$ cat config.mk
export PLATFORM = sky130hd
export DESIGN_NAME = sm4_key_schedule
export DESIGN_NICKNAME = d
export VERILOG_FILES = /design/src/rtl/sm4_pkg.sv /design/src/rtl/sm4_key_round.sv /design/src/rtl/sm4_key_schedule.sv
export SDC_FILE = /design/constraint.sdc
export NUM_CORES = 2
export LEC_CHECK = 0
export BUFFER_PORTS_ARGS = -buffer_cell sky130_fd_sc_hd__buf_2
export CAP_MARGIN = 5
export CORE_MARGIN = 3
export CORE_UTILIZATION = 45
export CTS_CLUSTER_SIZE = 30
export DETAILED_ROUTE_END_ITERATION = 7
export GPL_TIMING_DRIVEN = 0
export HOLD_SLACK_MARGIN = 0.05
export SETUP_SLACK_MARGIN = 0.3
export SYNTH_ARGS = -nofsm -noshare
export SYNTH_HDL_FRONTEND = slang
export SYNTH_HIERARCHICAL = 1
export SYNTH_SLANG_ARGS = --single-unit
export TNS_END_PERCENT = 30
$ cat constraint.sdc
create_clock -name clk -period 5.7 [get_ports clk]
set_clock_uncertainty 0.15 [all_clocks]
set_input_delay 1.14 -clock clk [delete_from_list [all_inputs] [get_ports clk]]
set_output_delay 1.14 -clock clk [all_outputs]
set_load 0.02 [all_outputs]
$ cat src/rtl/sm4_pkg.sv
// Shared SM4 key-schedule constants: FK, S-box, CK table, state encoding and helpers.
package sm4_pkg;

   localparam int unsigned WORD_W   = 32;
   localparam int unsigned KEY_W    = 128;
   localparam int unsigned N_ROUNDS = 32;
   localparam int unsigned IDX_W    = 5;

   localparam logic [IDX_W-1:0] LAST_IDX = IDX_W'(N_ROUNDS - 1);

   typedef enum logic [1:0] {
      ST_IDLE,
      ST_EXPAND,
      ST_READY,
      ST_STREAM
   } state_e;

   localparam logic [WORD_W-1:0] FK [4] = '{
      32'hA3B1BAC6, 32'h56AA3350, 32'h677D9197, 32'hB27022DC
   };

   localparam logic [KEY_W-1:0] FK_WORDS = {FK[0], FK[1], FK[2], FK[3]};

   localparam logic [7:0] SBOX [256] = '{
      8'hD6, 8'h90, 8'hE9, 8'hFE, 8'hCC, 8'hE1, 8'h3D, 8'hB7, 8'h16, 8'hB6, 8'h14, 8'hC2, 8'h28, 8'hFB, 8'h2C, 8'h05,
      8'h2B, 8'h67, 8'h9A, 8'h76, 8'h2A, 8'hBE, 8'h04, 8'hC3, 8'hAA, 8'h44, 8'h13, 8'h26, 8'h49, 8'h86, 8'h06, 8'h99,
      8'h9C, 8'h42, 8'h50, 8'hF4, 8'h91, 8'hEF, 8'h98, 8'h7A, 8'h33, 8'h54, 8'h0B, 8'h43, 8'hED, 8'hCF, 8'hAC, 8'h62,
      8'hE4, 8'hB3, 8'h1C, 8'hA9, 8'hC9, 8'h08, 8'hE8, 8'h95, 8'h80, 8'hDF, 8'h94, 8'hFA, 8'h75, 8'h8F, 8'h3F, 8'hA6,
      8'h47, 8'h07, 8'hA7, 8'hFC, 8'hF3, 8'h73, 8'h17, 8'hBA, 8'h83, 8'h59, 8'h3C, 8'h19, 8'hE6, 8'h85, 8'h4F, 8'hA8,
      8'h68, 8'h6B, 8'h81, 8'hB2, 8'h71, 8'h64, 8'hDA, 8'h8B, 8'hF8, 8'hEB, 8'h0F, 8'h4B, 8'h70, 8'h56, 8'h9D, 8'h35,
      8'h1E, 8'h24, 8'h0E, 8'h5E, 8'h63, 8'h58, 8'hD1, 8'hA2, 8'h25, 8'h22, 8'h7C, 8'h3B, 8'h01, 8'h21, 8'h78, 8'h87,
      8'hD4, 8'h00, 8'h46, 8'h57, 8'h9F, 8'hD3, 8'h27, 8'h52, 8'h4C, 8'h36, 8'h02, 8'hE7, 8'hA0, 8'hC4, 8'hC8, 8'h9E,
      8'hEA, 8'hBF, 8'h8A, 8'hD2, 8'h40, 8'hC7, 8'h38, 8'hB5, 8'hA3, 8'hF7, 8'hF2, 8'hCE, 8'hF9, 8'h61, 8'h15, 8'hA1,
      8'hE0, 8'hAE, 8'h5D, 8'hA4, 8'h9B, 8'h34, 8'h1A, 8'h55, 8'hAD, 8'h93, 8'h32, 8'h30, 8'hF5, 8'h8C, 8'hB1, 8'hE3,
      8'h1D, 8'hF6, 8'hE2, 8'h2E, 8'h82, 8'h66, 8'hCA, 8'h60, 8'hC0, 8'h29, 8'h23, 8'hAB, 8'h0D, 8'h53, 8'h4E, 8'h6F,
      8'hD5, 8'hDB, 8'h37, 8'h45, 8'hDE, 8'hFD, 8'h8E, 8'h2F, 8'h03, 8'hFF, 8'h6A, 8'h72, 8'h6D, 8'h6C, 8'h5B, 8'h51,
      8'h8D, 8'h1B, 8'hAF, 8'h92, 8'hBB, 8'hDD, 8'hBC, 8'h7F, 8'h11, 8'hD9, 8'h5C, 8'h41, 8'h1F, 8'h10, 8'h5A, 8'hD8,
      8'h0A, 8'hC1, 8'h31, 8'h88, 8'hA5, 8'hCD, 8'h7B, 8'hBD, 8'h2D, 8'h74, 8'hD0, 8'h12, 8'hB8, 8'hE5, 8'hB4, 8'hB0,
      8'h89, 8'h69, 8'h97, 8'h4A, 8'h0C, 8'h96, 8'h77, 8'h7E, 8'h65, 8'hB9, 8'hF1, 8'h09, 8'hC5, 8'h6E, 8'hC6, 8'h84,
      8'h18, 8'hF0, 8'h7D, 8'hEC, 8'h3A, 8'hDC, 8'h4D, 8'h20, 8'h79, 8'hEE, 8'h5F, 8'h3E, 8'hD7, 8'hCB, 8'h39, 8'h48
   };

   // CK_i byte j = (4i+j)*7 mod 256, precomputed so no multiplier is built.
   localparam logic [WORD_W-1:0] CK [N_ROUNDS] = '{
      32'h00070E15, 32'h1C232A31, 32'h383F464D, 32'h545B6269,
      32'h70777E85, 32'h8C939AA1, 32'hA8AFB6BD, 32'hC4CBD2D9,
      32'hE0E7EEF5, 32'hFC030A11, 32'h181F262D, 32'h343B4249,
      32'h50575E65, 32'h6C737A81, 32'h888F969D, 32'hA4ABB2B9,
      32'hC0C7CED5, 32'hDCE3EAF1, 32'hF8FF060D, 32'h141B2229,
      32'h30373E45, 32'h4C535A61, 32'h686F767D, 32'h848B9299,
      32'hA0A7AEB5, 32'hBCC3CAD1, 32'hD8DFE6ED, 32'hF4FB0209,
      32'h10171E25, 32'h2C333A41, 32'h484F565D, 32'h646B7279
   };

   function automatic logic [WORD_W-1:0] ck_word(input logic [IDX_W-1:0] i);
      return CK[i];
   endfunction

   function automatic logic [WORD_W-1:0] rot_l32(input logic [WORD_W-1:0] x, input int unsigned n);
      return (x << n) | (x >> (WORD_W - n));
   endfunction

endpackage

$ cat src/rtl/sm4_key_round.sv
// One SM4 key-expansion round: rk = k0 ^ T'(k1 ^ k2 ^ k3 ^ ck). Purely combinational.
module sm4_key_round
   import sm4_pkg::*;
(
   input  logic [WORD_W-1:0] k0_i,
   input  logic [WORD_W-1:0] k1_i,
   input  logic [WORD_W-1:0] k2_i,
   input  logic [WORD_W-1:0] k3_i,
   input  logic [WORD_W-1:0] ck_i,
   output logic [WORD_W-1:0] rk_c_o
);

   logic [WORD_W-1:0] mix_c;
   logic [WORD_W-1:0] sub_c;

   always_comb begin
      mix_c  = k1_i ^ k2_i ^ k3_i ^ ck_i;
      sub_c  = {SBOX[mix_c[31:24]], SBOX[mix_c[23:16]], SBOX[mix_c[15:8]], SBOX[mix_c[7:0]]};
      rk_c_o = k0_i ^ sub_c ^ rot_l32(sub_c, 13) ^ rot_l32(sub_c, 23);
   end

endmodule

$ cat src/rtl/sm4_key_schedule.sv
// Sequential SM4 key schedule: expands one round per clock into a 32-word store,
// then streams the round keys forward or in reverse on request.
module sm4_key_schedule
   import sm4_pkg::*;
(
   input  logic              clk,
   input  logic              rst,
   input  logic              key_valid,
   output logic              key_ready,
   input  logic [KEY_W-1:0]  mkey,
   output logic              sched_done,
   input  logic              rk_req,
   input  logic              rk_dir,
   output logic              rk_valid,
   output logic [IDX_W-1:0]  rk_idx,
   output logic [WORD_W-1:0] rk
);

   state_e             state_q;
   logic [KEY_W-1:0]   k_q;
   logic [IDX_W-1:0]   cnt_q;
   logic [IDX_W-1:0]   ptr_q;
   logic               dir_q;
   logic               fin_q;
   logic               key_ready_q;
   logic               sched_done_q;
   logic               rk_valid_q;
   logic [IDX_W-1:0]   rk_idx_q;
   logic [WORD_W-1:0]  rk_q;
   logic [WORD_W-1:0]  store_q [N_ROUNDS];

   logic [WORD_W-1:0]  rk_d;
   logic               key_acc_c;

   // key_ready_q is only ever high in IDLE/READY, so it gates acceptance directly.
   assign key_acc_c = key_valid && key_ready_q;

   sm4_key_round u_round (
      .k0_i   (k_q[127:96]),
      .k1_i   (k_q[95:64]),
      .k2_i   (k_q[63:32]),
      .k3_i   (k_q[31:0]),
      .ck_i   (ck_word(cnt_q)),
      .rk_c_o (rk_d)
   );

   always_ff @(posedge clk or posedge rst) begin : fsm
      if (rst) begin
         state_q      <= ST_IDLE;
         k_q          <= '0;
         cnt_q        <= '0;
         ptr_q        <= '0;
         dir_q        <= 1'b0;
         fin_q        <= 1'b0;
         key_ready_q  <= 1'b0;
         sched_done_q <= 1'b0;
         rk_valid_q   <= 1'b0;
         rk_idx_q     <= '0;
         rk_q         <= '0;
      end else begin
         rk_valid_q <= 1'b0;
         if (key_acc_c) begin
            k_q          <= mkey ^ FK_WORDS;
            cnt_q        <= '0;
            state_q      <= ST_EXPAND;
            key_ready_q  <= 1'b0;
            sched_done_q <= 1'b0;
         end else begin
            unique case (state_q)
               ST_IDLE: key_ready_q <= 1'b1;
               ST_EXPAND: begin
                  k_q   <= {k_q[KEY_W-WORD_W-1:0], rk_d};
                  cnt_q <= cnt_q + IDX_W'(1);
                  if (cnt_q == LAST_IDX) begin
                     state_q      <= ST_READY;
                     sched_done_q <= 1'b1;
                     key_ready_q  <= 1'b1;
                  end
               end
               ST_READY: begin
                  if (rk_req) begin
                     dir_q       <= rk_dir;
                     ptr_q       <= rk_dir ? LAST_IDX : '0;
                     cnt_q       <= '0;
                     fin_q       <= 1'b0;
                     state_q     <= ST_STREAM;
                     key_ready_q <= 1'b0;
                  end
               end
               ST_STREAM: begin
                  // fin_q adds the single idle cycle after word 32 so the wrapped pointer is never emitted.
                  if (fin_q) begin
                     fin_q       <= 1'b0;
                     state_q     <= ST_READY;
                     key_ready_q <= 1'b1;
                  end else begin
                     rk_valid_q <= 1'b1;
                     rk_q       <= store_q[ptr_q];
                     rk_idx_q   <= ptr_q;
                     ptr_q      <= dir_q ? ptr_q - IDX_W'(1) : ptr_q + IDX_W'(1);
                     cnt_q      <= cnt_q + IDX_W'(1);
                     if (cnt_q == LAST_IDX) fin_q <= 1'b1;
                  end
               end
               default: state_q <= ST_IDLE;
            endcase
         end
      end
   end

   always_ff @(posedge clk) begin : store_wr
      if (state_q == ST_EXPAND) store_q[cnt_q] <= rk_d;
   end

   assign key_ready  = key_ready_q;
   assign sched_done = sched_done_q;
   assign rk_valid   = rk_valid_q;
   assign rk_idx     = rk_idx_q;
   assign rk         = rk_q;

endmodule

Word level (Yosys, flattened, before mapping):

Memory sizes are Yosys's and may differ from the RTL's. A register that Yosys moved wholly into a read port is not among the register bits.
Cells that the tools add are included.
Widths: inputs -> output; s select.

* flip-flop bits (word level): 150
* memory bits (writable): 1024
* ROM bits: 9216
* input port bits: 133
* output and inout bits: 40
* word-level logic and storage cells: 105
* memories kept: 6

* add/sub/neg operators: 3
* $lt $le $gt $ge: 5
* equal/unequal tests: 10
* muxes and demuxes: 41
* bitwise operators: 16
* reduce and logical (&&, ||, !) cells: 14

Memories
* (no name shown): depth 256, bits a word 8, read ports 1, clocked after memory_dff 0, wr ports 0, RTL line sm4_key_round.sv:18 `sub_c = {SBOX[mix_c[31:24]], SBOX[mix_c[23:16]], SBOX[mix_c[15:8]], SBOX[mix_c[7:0]]};`
* (no name shown): depth 256, bits a word 8, read ports 1, clocked after memory_dff 0, wr ports 0, RTL line sm4_key_round.sv:18
* (no name shown): depth 256, bits a word 8, read ports 1, clocked after memory_dff 0, wr ports 0, RTL line sm4_key_round.sv:18
* (no name shown): depth 256, bits a word 8, read ports 1, clocked after memory_dff 0, wr ports 0, RTL line sm4_key_round.sv:18
* (no name shown): depth 32, bits a word 32, read ports 1, clocked after memory_dff 0, wr ports 0, RTL line sm4_pkg.sv:56 `return CK[i];`
* store_q: depth 32, bits a word 32, read ports 1, clocked after memory_dff 1, wr ports 1, RTL line sm4_key_schedule.sv:30 `logic [WORD_W-1:0] store_q [N_ROUNDS];`

Operator list (count)
* $mux 128: 2
* $xor 32x32->32: 6
* $mux 32: 2
* $mux 8: 8
* $not 64->64: 1
* $ge 9x9->1 const B: 4
* $not 8->9: 4
* $mux 5: 7
* $or 32x13->32: 1
* $or 32x23->32: 1
* $pmux 5 s3: 1
* $reduce_and 3->1: 5
* $mux 1: 13
* $ne 3x3->1 const B: 4
* $add 5x1->5 const B: 2
* $pmux 5 s2: 1
* $mux 2: 4
* $reduce_and 4->1: 2
* $ge 6x6->1 const B: 1
* $not 5->6: 1
* $pmux 2 s3: 1
* $reduce_bool 2->1: 3
* $eq 5x5->1 const B: 1
* $sub 5x1->5 const B: 1
* 10 further kinds: 13

Longest topological paths before layout:

* depth in word-level cells: 14
* depth in mapped cells: 21
* depth with buffers taken out: 19

Modules after synthesis:

Netlist, hierarchy kept.

Modules (own cells, without submodules)
* sm4_key_schedule: instances 1, cells an instance 2754, area each 47868.4 µm², seq. area each 35303.9 µm²
* sm4_key_round: instances 1, cells an instance 2361, area each 14515.2 µm², seq. area each 0.0 µm²

Least setup slack after synthesis:

OpenSTA, ideal clock, no wires.

* path kind: register -> register
* start point: reg cnt_q[0]
* end point: reg k_q[9]
* setup time: 78 ps
* data arrival time: 5145 ps
* data required time: 5472 ps
* slack: 327 ps
* cell stages (with the launch flop): 19
* path buffers: 3
* period minus slack after synthesis: 5373 ps
* cells stage by stage: dfrtp_1 > inv_1 > ha_1 > o21ai_0 > nand2_1 > o21ai_0 > xnor2_1 > xor2_1 > xor2_1 > buf_2 > clkbuf_1 > clkbuf_1 > o21ai_0 > mux4_2 > xor2_1 > xnor2_1 > nand2_1 > and3_1 > a21oi_1

* word-level cells in the longest chain between the ends: 14
* elaborated cells between the ends (all ways): 24
* those cells by class: 10 x mux; 10 x bitwise; 4 x memory

RTL lines
* from (decl): RTL line sm4_key_schedule.sv:21 `logic [IDX_W-1:0] cnt_q;`
* from (signal assigned): RTL line sm4_key_schedule.sv:73 `cnt_q <= cnt_q + IDX_W'(1);`
* from (signal assigned): RTL line sm4_key_schedule.sv:101 `cnt_q <= cnt_q + IDX_W'(1);`
* $not 5->6 (not written as such) (*): RTL line sm4_pkg.sv:56
* $mem_v2 32x32 (*)
* $mux 32 (not written as such) (*) (2 in a row): RTL line sm4_pkg.sv:56
* $xor 32x32->32 (*): RTL line sm4_key_round.sv:17 `mix_c = k1_i ^ k2_i ^ k3_i ^ ck_i;`
* $not 8->9 (not written as such): RTL line sm4_key_round.sv:18
* $mem_v2 256x8
* $mux 8 (not written as such) (2 in a row): RTL line sm4_key_round.sv:18
* $xor 32x32->32 or $or 32x13->32 (tied branches): RTL line sm4_key_round.sv:19, sm4_pkg.sv:60
* $xor 32x32->32: RTL line sm4_key_round.sv:19 `rk_c_o = k0_i ^ sub_c ^ rot_l32(sub_c, 13) ^ rot_l32(sub_c, 23);`
* $xor 32x32->32 (*): RTL line sm4_key_round.sv:19
* via rk_d[9]: RTL line sm4_key_schedule.sv:32 `logic [WORD_W-1:0] rk_d;`
* $mux 128 (*): RTL line sm4_key_schedule.sv:69 `unique case (state_q)`
* $mux 128 (*): RTL line sm4_key_schedule.sv:62 `if (key_acc_c) begin`
* to (signal assigned): RTL line sm4_key_schedule.sv:63 `k_q <= mkey ^ FK_WORDS;`
* to (signal assigned): RTL line sm4_key_schedule.sv:72 `k_q <= {k_q[KEY_W-WORD_W-1:0], rk_d};`
* to (decl): RTL line sm4_key_schedule.sv:20 `logic [KEY_W-1:0] k_q;`

Mark *: on every way through the listed nets, which the timed path passes. The rest lies on a longest branch. The select of a mux whose other input is x is not followed.
A chain may end at the register's enable or synchronous reset.

Worst setup path in the final report:

* start point: reg k_q[76]
* end point: reg k_q[24]

* word-level cells in the longest chain between the ends: 12

RTL lines
* $xor 32x32->32 (3 in a row): RTL line sm4_key_round.sv:17
* $not 8->9 (not written as such): RTL line sm4_key_round.sv:18
* $mem_v2 256x8
* $mux 8 (not written as such) (2 in a row): RTL line sm4_key_round.sv:18
* $or 32x13->32: RTL line sm4_pkg.sv:60 `return (x << n) | (x >> (WORD_W - n));`
* $xor 32x32->32 (2 in a row): RTL line sm4_key_round.sv:19
* via rk_d[24]: RTL line sm4_key_schedule.sv:32
* $mux 128: RTL line sm4_key_schedule.sv:69
* $mux 128: RTL line sm4_key_schedule.sv:62

The timed path passes the listed nets, and every way through them passes these cells. The select of a mux whose other input is x is not followed.

==> run_results.csv <==
group,metric,value,unit
status,status,"finished, final reports clean",
clocking,clkTransAtPathRegs,0.06,ns
routing,drtAntennaViolNets,0,
routing,route.detailed.drc,0,
final_layout,layout.nets,5754,
worst_setup_path,cp_cell_sequence,"xnor2_1, xor2_1, clkbuf_1, clkbuf_1, a21oi_1, o311ai_1, o2111ai_1, nand2_2, xor2_2, xnor2_4, nand2_1, a31oi_1",
final_layout,layout_commonest_cell,"edfxtp_1",
timing,hold_slack,0.320,ns
global_routing,grt_remaining_overflow,0,
clocking,clk_latency,0.77,ns
routing,drt_wl_total,280000,um
worst_setup_path,path_max_fanout,10,
routing,vias,51887,
synthesis,yosysTopAreaCell,"edfxtp_1",
hold_path,hold_class,"in -> async",
final_layout,most-common-layout-cells,"edfxtp_1 (1024), nand2_1 (544), a21oi_1 (354)",
timing,min_period,5.65,ns
worst_setup_path,cp_data_required_time,6.21,ns
synthesis,yosys-top-cells-area,"edfxtp_1 (49%), dfrtp_1 (7.3%), mux4_2 (6.8%)",
flow_run,maxCapViolCount,0,
synthesis,yosys_most_used_dff,"edfxtp_1",
clocking,cts_tree,"done",
final_layout,multiInputGateArea,26800,um2
synthesis,synth-seq-cells,1206,
floorplanning,die_w,378,um
timing,finalHoldViolations,0,
clocking,htreeDepth,3,
timing,slew_violations,0,
timing,finalSetupViolations,0,
worst_setup_path,max_stage_delay,0.94,ns
final_layout,finish.instance_area,73900,um2
synthesis,syn-cell-area,62400,um2
clocking,ctsHoldBuffers,0,
floorplanning,coreArea,136000,um2
synthesis,ys.warnings.count,6,
synthesis,syn_inst,5115,
final_layout,area_growth,18.5,%
timing,worst_pin_slew,1.40,ns
global_routing,grt_max_degree,40,
timing,max_slew_margin,5.79,%
synthesis,yosysSeqAreaShare,56.6,%
floorplanning,die_y,378,um
worst_setup_path,worstSetupStartpoint,"k_q[76]",
place,post_dp_cell_area,67300,um2
global_routing,grt_pass1_vias,49549,
final_layout,seqCellArea,35300,um2
floorplanning,die-area,143000,um2
clocking,cts_root_buf,"clkbuf_16",
floorplanning,io_pins,173,
worst_setup_path,endpoint_kind,"flip-flop",
synthesis,syn_avg_cell_area,12.2,um2
place,hpwl,201000,um
clocking,cts_buffer_depth,3,
synthesis,synthArstFlopShare,15.1,%
floorplanning,start_util,45.7,%
synthesis,synth_top_area_share,49.3,%
global_routing,track_usage,38.4,%
synthesis,yosysUniqueCellTypes,101,
global_routing,grt_pass1_wl,388000,um
worst_setup_path,path_class,"reg -> reg",
routing,drtPass1Iterations,7,
worst_setup_path,r2r-start,"k_q[76]",
timing,rsz0062_at_grt,"true",
routing,initialDrtViolationCount,8485,
worst_setup_path,slowest_stage,"xor2_1",
final_layout,drive_gt1_share,23.2,%
worst_setup_path,path_common_cell,"clkbuf_1",
routing,routedWlPerCell,37.5,um
routing,vias_per_cell,6.95,
worst_setup_path,cp.arrival,6.15,ns
place,port-buffer-count,172,
timing,period_share,99.1,%
worst_setup_path,worstSetupStartpointType,"flip-flop",
timing,max_freq,0.177,GHz
global_routing,antenna_found_initial,10,
clocking,cts_inserted_buffers,120,
synthesis,synth-edff-count,1024,
floorplanning,rows,135,
final_layout,fillers,11567,
clocking,cts.sinks,1206,
place,gp_congestion,1.00,
-- timing repair --
action,in CTS,in global routing
gates cloned,1,0
pin swaps,38,24
gates resized for setup,276,143
endpoints found under the setup margin,1056,1017
buffers inserted,64,16
-- path summary, 6_finish.rpt --
check | depth (start not counted) | to | slack [ns]
worst max-delay path | 12 | k_q[24] | 0.05
worst min-delay path | 2 | rk[18] | 0.32
worst max register to register | 12 | k_q[24] | 0.05
max in group asynchronous | 6 | k_q[55] | 3.53
worst min register to register | 2 | rk_idx[0] | 0.32
min in group clk | 2 | rk_idx[0] | 0.32
-- per-layer routing --
metal / track usage (%) / up-vias / wire length [um]
met5: 0.172 / - / 34
met4: 19.2 / 6 / 17600
met3: 11.1 / 919 / 34000
met2: 57.1 / 3969 / 121000
met1: 51.5 / 26157 / 107000
li1: - / 20836 / -
-- cell usage after synthesis, types with 32 or more instances --
cell type / number
a311oi_1: 32
o22ai_1: 42
nand2_1: 550
o211ai_1: 71
a211o_1: 38
ha_1: 44
a211oi_1: 65
buf_1: 36
clkbuf_1: 223
nand3_1: 93
xnor2_1: 130
a21oi_1: 361
mux4_2: 189
a221oi_1: 46
a22oi_1: 111
edfxtp_1: 1024
o311ai_0: 37
buf_2: 145
a31oi_1: 117
o221ai_1: 33
mux2i_1: 213
and3_1: 71
nor3_1: 95
o21ai_0: 249
dfrtp_1: 182
xor2_1: 82
nor2_1: 347
-- area by class of cell --
| type | instances | share of cell area (%) |
|---|---|---|
| well taps | 1781 | 3.01 |
| diodes | 3 | 0.0102 |
| plain buffers | 448 | 3.20 |
| clock inverters | 65 | 0.936 |
| repair buffers | 332 | 4.21 |
| flip-flops and latches | 1206 | 47.8 |
| multi-input cells | 3438 | 36.3 |
| inverters | 30 | 0.176 |
| clock buffers | 160 | 4.39 |
-- worst max-delay path, delay by kind of cell, from the launching register on --
kind | cells | cell delay, ns
AOI/OAI and AO/OA | 4 | 1.05
xor gates and xnor gates | 4 | 1.95
buffers and inverters | 2 | 1.44
DFF | 1 | 0.44
and+or+nand+nor | 2 | 0.53
-- sequential cells by signal (all words and copies together) (netlist names) --
name,flops
rk,32
sched_done,1
store_q,1024
cnt_q,5
rk_idx,5
fin_q,1
state_q,2
ptr_q,5
rk_valid,1
dir_q,1
key_ready,1
k_q,128
-- through the flow --
stage	setup WS (ns)	setup TNS, ns	cells	util (%)
floorplan	0.327	0	5121	-
global placement	-4.38	-3472.50	7074	48.0
detailed placement	-1.96	-1359.34	7154	49.3
CTS	0.0983	0	7444	53.7
global route	0.205	0	7461	54.2
finish	0.0531	0	7463	54.2
-- cells by family (layout without fill, tap and decap cells) --
group	count (synthesis)	in the layout	synth area share (%)
buf+inv	478	1035	3.57
other cells	2	11	0.0120
xor+xnor	233	234	3.53
mux	431	431	10.8
simple gates	1255	1255	8.71
flops	1206	1206	56.6
fa+ha+maj	45	45	0.915
compound gates	1465	1465	15.9
Power is left out: the tool's default activity adds up to more than one toggle a clock period on the data nets, which glitch-free logic cannot reach.
